===== src/rtl/regfile_pkg.sv =====
// Shared constants and types for the register file scoreboard.
package regfile_pkg;

  localparam int unsigned REGFILE_DATA_W = 32;
  localparam int unsigned REGFILE_DEPTH  = 32;
  localparam int unsigned REGFILE_NUM_RD = 2;
  localparam int unsigned REGFILE_ADDR_W = $clog2(REGFILE_DEPTH);

  typedef logic [REGFILE_ADDR_W-1:0] reg_addr_t;

endpackage


===== src/rtl/regfile_read_port.sv =====
// One combinational read port: array/busy lookup plus optional writeback bypass.
// Bypass is built when REGFILE_BYPASS_EN is defined.
module regfile_read_port
  import regfile_pkg::*;
#(
  parameter int unsigned DATA_W = REGFILE_DATA_W,
  parameter int unsigned DEPTH  = REGFILE_DEPTH,
  parameter int unsigned ADDR_W = $clog2(DEPTH)
) (
  input  logic [ADDR_W-1:0]       addr,
  input  logic [DEPTH*DATA_W-1:0] mem,
  input  logic [DEPTH-1:0]        busy_vec,
`ifdef REGFILE_BYPASS_EN
  input  logic                    byp_en,
  input  logic [ADDR_W-1:0]       wr_addr,
  input  logic [DATA_W-1:0]       wr_data,
`endif
  output logic [DATA_W-1:0]       data,
  output logic                    busy
);

  logic [DATA_W-1:0] entries [DEPTH];

  for (genvar i = 0; i < DEPTH; i++) begin : g_unpack
    assign entries[i] = mem[i*DATA_W +: DATA_W];
  end

  always_comb begin
    data = entries[addr];
    busy = busy_vec[addr];
`ifdef REGFILE_BYPASS_EN
    // byp_en already excludes register 0 and reset
    if (byp_en && (addr == wr_addr)) begin
      data = wr_data;
      busy = 1'b0;
    end
`endif
  end

endmodule


===== src/rtl/regfile_scoreboard.sv =====
// Register file with per-register busy scoreboard, NUM_RD read ports and sticky error.
// Define REGFILE_BYPASS_EN to forward same-cycle writeback data to read ports.
module regfile_scoreboard
  import regfile_pkg::*;
#(
  parameter int unsigned DATA_W = REGFILE_DATA_W,
  parameter int unsigned DEPTH  = REGFILE_DEPTH,
  parameter int unsigned NUM_RD = REGFILE_NUM_RD,
  parameter int unsigned ADDR_W = $clog2(DEPTH)
) (
  input  logic                     clk,
  input  logic                     rst,
  input  logic [NUM_RD*ADDR_W-1:0] rd_addr,
  output logic [NUM_RD*DATA_W-1:0] rd_data,
  output logic [NUM_RD-1:0]        rd_busy,
  input  logic                     wr_en,
  input  logic [ADDR_W-1:0]        wr_addr,
  input  logic [DATA_W-1:0]        wr_data,
  input  logic                     rsv_en,
  input  logic [ADDR_W-1:0]        rsv_addr,
  output logic                     rsv_ok,
  output logic                     err
);

  logic [DEPTH*DATA_W-1:0] mem_flat;
  logic [DEPTH-1:0]        busy_q, busy_d;
  logic                    err_q, err_d;
  logic                    wr_hit;

  assign wr_hit = wr_en & (wr_addr != '0);

  // A writeback to the same register frees it in time for this reservation
  assign rsv_ok = rsv_en & ((rsv_addr == '0) | ~busy_q[rsv_addr]
                            | (wr_en & (wr_addr == rsv_addr)));

  always_comb begin
    busy_d = busy_q;
    if (wr_hit) begin
      busy_d[wr_addr] = 1'b0;
    end
    if (rsv_ok && (rsv_addr != '0)) begin
      busy_d[rsv_addr] = 1'b1;
    end
    busy_d[0] = 1'b0;
  end

  assign err_d = err_q | (wr_hit & ~busy_q[wr_addr]);

  always_ff @(posedge clk or negedge rst) begin
    if (!rst) begin
      busy_q <= '0;
      err_q  <= 1'b0;
    end else begin
      busy_q <= busy_d;
      err_q  <= err_d;
    end
  end

  assign err = err_q;

  for (genvar i = 0; i < DEPTH; i++) begin : g_mem
    if (i == 0) begin : g_zero
      assign mem_flat[0 +: DATA_W] = '0;
    end else begin : g_entry
      logic [DATA_W-1:0] entry_q;

      always_ff @(posedge clk or negedge rst) begin
        if (!rst) begin
          entry_q <= '0;
        end else if (wr_en && (wr_addr == ADDR_W'(i))) begin
          entry_q <= wr_data;
        end
      end

      assign mem_flat[i*DATA_W +: DATA_W] = entry_q;
    end
  end

`ifdef REGFILE_BYPASS_EN
  logic byp_en;
  // Gated by rst so reads stay zero while reset is held
  assign byp_en = wr_hit & rst;
`endif

  for (genvar k = 0; k < NUM_RD; k++) begin : g_rd
    regfile_read_port #(
      .DATA_W (DATA_W),
      .DEPTH  (DEPTH),
      .ADDR_W (ADDR_W)
    ) u_read_port (
      .addr     (rd_addr[k*ADDR_W +: ADDR_W]),
      .mem      (mem_flat),
      .busy_vec (busy_q),
`ifdef REGFILE_BYPASS_EN
      .byp_en   (byp_en),
      .wr_addr  (wr_addr),
      .wr_data  (wr_data),
`endif
      .data     (rd_data[k*DATA_W +: DATA_W]),
      .busy     (rd_busy[k])
    );
  end

endmodule


===== config.mk =====
export PLATFORM = sky130hd
export DESIGN_NAME = regfile_scoreboard
export DESIGN_NICKNAME = d
export VERILOG_FILES = /design/src/rtl/regfile_pkg.sv /design/src/rtl/regfile_read_port.sv /design/src/rtl/regfile_scoreboard.sv
export SDC_FILE = /design/constraint.sdc
export NUM_CORES = 2
export LEC_CHECK = 0
export CORE_AREA = 2 2 354 356
export DETAILED_ROUTE_END_ITERATION = 8
export DIE_AREA = 0 0 356 358
export HOLD_SLACK_MARGIN = 0.05
export PLACE_DENSITY = 0.59
export SLEW_MARGIN = 25
export SYNTH_ARGS = -nofsm -noshare
export SYNTH_HDL_FRONTEND = slang
export SYNTH_SLANG_ARGS = --single-unit

===== constraint.sdc =====
create_clock -name clk -period 4 [get_ports clk]
set_input_delay 0.6 -clock clk [delete_from_list [all_inputs] [get_ports clk]]
set_output_delay 0.6 -clock clk [all_outputs]
set_load 0.02 [all_outputs]

==> Yosys cells after proc, flatten, opt, wreduce, memory -nomap -nowiden <==
Index checks and enable logic that the tools add are counted.
Widths: inputs -> output; s select.
{ "totals": {"memories": 0, "mem_bits_rw": 0, "input_bits": 56, "reg_bits": 1024, "latch_bits": 0, "rom_bits": 0} }
{ "classes": {"n_mux": 20, "n_shift": 0, "n_eq_ne": 32, "n_addsub": 0, "n_bitwise": 14, "div_mod_pow": 0, "order_cmp": 8, "reduce_logical": 37, "n_mul": 0} }
{ "ops": {"columns": ["operator", "n"], "rows": [
  ["$bmux 32 s5", 2],
  ["$mux 32", 6],
  ["$eq 5x5->1 const B", 16],
  ["$eq 5x4->1 const B", 8],
  ["$logic_and 1x1->1", 34],
  ["$and 32x32->32", 1],
  ["$not 32->32", 1],
  ["$or 32x32->32", 1],
  ["$lt 5x6->1 const B", 4],
  ["$bmux 1 s5", 4],
  ["$eq 5x3->1 const B", 4],
  ["$ge 6x6->1 const B", 2],
  ["$not 5->6", 2],
  ["$demux 1 s5", 2],
  ["$eq 5x2->1 const B", 2],
  ["$ge 5x1->1 const B", 2],
  ["$reduce_bool 5->1", 2],
  ["$mux 1", 6],
  ["$eq 5x1->1 const B", 1],
  ["$eq 5x5->1", 1],
  ["$logic_not 5->1", 1],
  ["$and 1x1->1", 4],
  ["$or 1x1->1", 3],
  ["$not 1->1", 2]
]} }

==> Longest topological paths before layout <==
{ "depth": {"word_depth": 9, "mapped_depth": 9, "ltp_nobuf": 6} }

==> Cells and area by module <==
A second synthesis with hierarchy kept.
{ "unflattened": {"cells_unflattened": 4836, "hier_area_um2": 57555.2} }
{ "by_module_without_submodules": {"columns": ["module", "instances", "cells_each", "seq_area_each_um2", "area_per_inst_um2"], "rows": [
  ["regfile_scoreboard", 1, 2442, 25624.6, 39092.5],
  ["regfile_read_port", 2, 1197, 0.0, 9231.4]
]} }

==> Worst setup path after synthesis <==
No wires, ideal clock.
{ "synth_timing": {"path_type": "in2out", "from": "in rd_addr[6]", "to": "out rd_busy[1]", "cell_stages": 7, "path_slack_ns": 0.801, "arrival_time_ns": 2.599, "path_cell_list": "buf_2 clkbuf_1 clkbuf_1 mux4_2 mux4_2 mux2_2 buf_4"} }
{ "synth_between": {"elab_chain_len": 2} }
{ "synth_lines": {"columns": ["item", "line_no", "rtl"], "rows": [
  ["from (decl)", "regfile_scoreboard.sv:13", "input logic [NUM_RD*ADDR_W-1:0] rd_addr,"],
  ["$bmux 1 s5", "regfile_read_port.sv:30", "busy = busy_vec[addr];"],
  ["$mux 1 (implied by the code)", "regfile_read_port.sv:30", null],
  ["to (decl)", "regfile_scoreboard.sv:15", "output logic [NUM_RD-1:0] rd_busy,"]
]} }
No other way between the ends. The select of a mux whose other input is x is not followed.

==> Final worst setup path <==
{ "layout_timing": {"from": "in rd_addr[0]", "to": "out rd_data[7]"} }
{ "layout_between": {"elab_chain_len": 4} }
{ "layout_lines": {"columns": ["item", "line_no", "rtl"], "rows": [
  ["$not 5->6 (implied by the code)", "regfile_read_port.sv:29", "data = entries[addr];"],
  ["$bmux 32 s5", "regfile_read_port.sv:29", null],
  ["$mux 32 (implied by the code) (2 in a row)", "regfile_read_port.sv:29", null],
  ["to (decl)", "regfile_scoreboard.sv:14", "output logic [NUM_RD*DATA_W-1:0] rd_data,"]
]} }
No other way between the ends. The select of a mux whose other input is x is not followed.

==> impl_metrics.csv <==
group,metric,value,unit
run_status,status,"complete, no violations",
min_path,worstHoldPathType,"reg2reg",
placed_design,numPortBuffers,123,
floorplanning,die_h,358,microns
sta,setup_viol,0,
sta,drv_slew,0,
sta,hold_violations,0,
global_route,grt-ovfl-total,0,
sta,max_freq,260,MHz
sta,fin_ws,0.150,ns
detailed_routing,drt_first_pass_iters,5,
worst_setup_path,worst_ep_required_time,3.40,ns
placed_design,dpl.hpwl,103000,microns
worst_setup_path,path_cells,"buf_8 > buf_12 > buf_12 > mux4_2 > mux4_2 > mux2_2 > clkdlybuf4s50_1",
global_route,track_usage,27.3,%
logic_synthesis,ys_types,40,
floorplanning,ios,124,
placed_design,place_inst,4949,
detailed_routing,ant_nets,0,
power_and_ir_drop,p_leak,26.9,nW
final_layout,drive_above_1_share,61.2,%
detailed_routing,remaining_drc_errors,0,
clock_network,post_cts_buffers,0,
worst_setup_path,crit_fanout,31,
detailed_routing,vias,33481,
worst_setup_path,crit_family,"multiplexers",
floorplanning,die-area,0.127,sq mm
power_and_ir_drop,cellPowerDensity,511,mW/mm^2
global_route,grt_pass1_vias,36473,
worst_setup_path,cp_slowest_cell,"clkdlybuf4s50_1",
worst_setup_path,crit_buf_inv,4,
placed_design,place_ws,0.130,ns
clock_network,cts.clk_slew.worst_paths,0.06,ns
worst_setup_path,crit_arrival,3.25,ns
worst_setup_path,cp-end-kind,"primary output",
clock_network,clock_sinks,1024,
final_layout,area_growth,15.4,%
clock_network,clock_latency,0.69,ns
final_layout,fin_nets,3486,
floorplanning,fp.dieW,356,microns
sta,slew_headroom,30.2,%
logic_synthesis,yosysSeqAreaShare,46.4,%
global_route,antenna_found_initial,3,
power_and_ir_drop,ir_worst_vdd,369,uV
detailed_routing,drt_iter0_drc,2722,
sta,rsz0062_at_grt,"no",
clock_network,cts_tree,"done",
logic_synthesis,synth_nets,3415,
logic_synthesis,ys_async_sr_fraction,100,%
worst_setup_path,critPathMaxStageDelay,0.57,ns
clock_network,numCtsBuffers,115,
detailed_routing,wl_per_cell,33.1,microns
sta,finalCritPeriodShare,96.3,%
detailed_routing,finalWirelength,171000,microns
sta,tightest_slew,1.04,ns
floorplanning,start_util,44.7,%
detailed_routing,viasPerCell,6.48,
sta,timing.hold.ws,0.483,ns
sta,fin_worst_skew,0.00368,ns
floorplanning,row_count,129,
floorplanning,core_area,0.123,sq mm
job,drv_cap,0,
worst_setup_path,criticalPathCategory,"in2out",
global_route,grt_max_degree,123,
clock_network,h-tree-depth,3,
logic_synthesis,synth_area,0.0552,sq mm
sta,min_period,3.85,ns
global_route,grt_pass1_wl,254000,microns
logic_synthesis,syn_inst,3359,
placed_design,gp_congestion,0.859,
clock_network,cts-root-buf,"clkbuf_16",
clock_network,max-clock-path-buffers,3,
power_and_ir_drop,power.total,32.5,mW
logic_synthesis,synth_edf_count,0,
worst_setup_path,start_kind,"input pin",
logic_synthesis,ys_warn_count,0,
final_layout,stdcell_count,5165,
logic_synthesis,ys_dominant_reg_cell,"dfrtp_1",
logic_synthesis,syn_area_per_cell,16.4,sq um
logic_synthesis,ys_ff_latch,1024,
-- per-layer routing --
metal,global-route usage [%],part of all wire [%]
met1,37.6,42
met2,44.6,49
met3,4.16,5.9
met4,9.32,3.4
met5,0,0.0064
-- registers in the layout (all words and copies together), names as in the netlist --
name                   count
busy_q                    31
g_mem.g_entry.entry_q    992
err                        1
-- power breakdown --
group / switching (mW) / internal (mW)
combinational: 2.76 / 4.64
sequential: 1.55 / 12.4
clock: 4.43 / 6.73
-- stage by stage --
step                utilization [%]     TNS, ns  cell area [sq um]
CTS                            51.7           0              63700
global route                   51.6           0              63600
global placement               48.4  -0.0000471              59600
floorplan                         -           0              55200
detailed placement             48.4           0              59700
finish                         51.6           0              63600
-- synthesized netlist by cell type, types with 3 or more instances --
| library cell | n | area share, % |
|---|---|---|
| mux2_2 | 1097 | 22 |
| dfrtp_1 | 1024 | 46 |
| mux4_2 | 605 | 25 |
| clkbuf_1 | 195 | 1.3 |
| buf_2 | 107 | 0.97 |
| a22o_1 | 66 | 1.0 |
| buf_1 | 63 | 0.43 |
| a32o_1 | 31 | 0.56 |
| mux2_1 | 29 | 0.59 |
| nor2_1 | 23 | 0.16 |
| nand2_1 | 19 | 0.13 |
| inv_1 | 17 | 0.12 |
| mux2i_1 | 12 | 0.22 |
| nor3_1 | 11 | 0.10 |
| buf_6 | 8 | 0.16 |
| buf_4 | 7 | 0.095 |
| nand2b_1 | 6 | 0.068 |
| nor2b_1 | 4 | 0.045 |
| xor2_1 | 4 | 0.063 |
| nor3b_1 | 3 | 0.041 |
| or3_1 | 3 | 0.034 |
-- cell type report --
cell class	instances	area, sq um
fill	10001	59700
sequential	1024	25600
timing repair buffer	334	3860
clock inverter	42	583
tap	1637	2050
multi-input combinational	1938	28000
inverter	17	63.8
antenna	1	2.50
clock buffer	172	3430
-- final timing paths --
check,end,depth (start not counted),start,slack [ns]
min in group asynchronous,busy_q[23],2,rst,0.57
worst max register to register,busy_q[21],6,busy_q[7],1.83
worst max-delay path,rd_data[7],7,rd_addr[0],0.15
worst min-delay path,err,1,err,0.48
max in group asynchronous,g_mem[25].g_entry.entry_q[14],4,rst,2.18
worst min register to register,err,1,err,0.48
-- timing repair --
action | 4_1_cts | 5_1_grt
hold buffers | 1 | 0
hold endpoints to repair | 63 | 0
setup endpoints to repair | 0 | 1
gates resized for setup | 0 | 1
-- cell families (layout without fill, tap and decap cells) --
kind of cell           Yosys count  after routing  share of synthesized area (%)
multiplexers                  1743           1743                           47.9
flip-flops                    1024           1024                           46.4
buffers and inverters          397            565                           3.10
AO/OA/AOI/OAI                  107            107                           1.73
AND/OR/NAND/NOR                 83             83                          0.755
XOR/XNOR                         5              5                         0.0794
other                            0              1                              0
-- layout by cell type (no fill, tap or decap), types with 13 or more instances in the layout --
cell and instances:
clkdlybuf4s50_1 96, clkbuf_16 118, buf_12 84, a32o_1 31, a22o_1 66, buf_2 13
clkinv_2 21, mux4_2 605, mux2_1 29, bufinv_16 13, dfrtp_1 1024, mux2_2 1097
inv_1 17, buf_4 130, clkbuf_8 27, clkbuf_1 27
No activity file was read; power rests on OpenSTA's default activity.
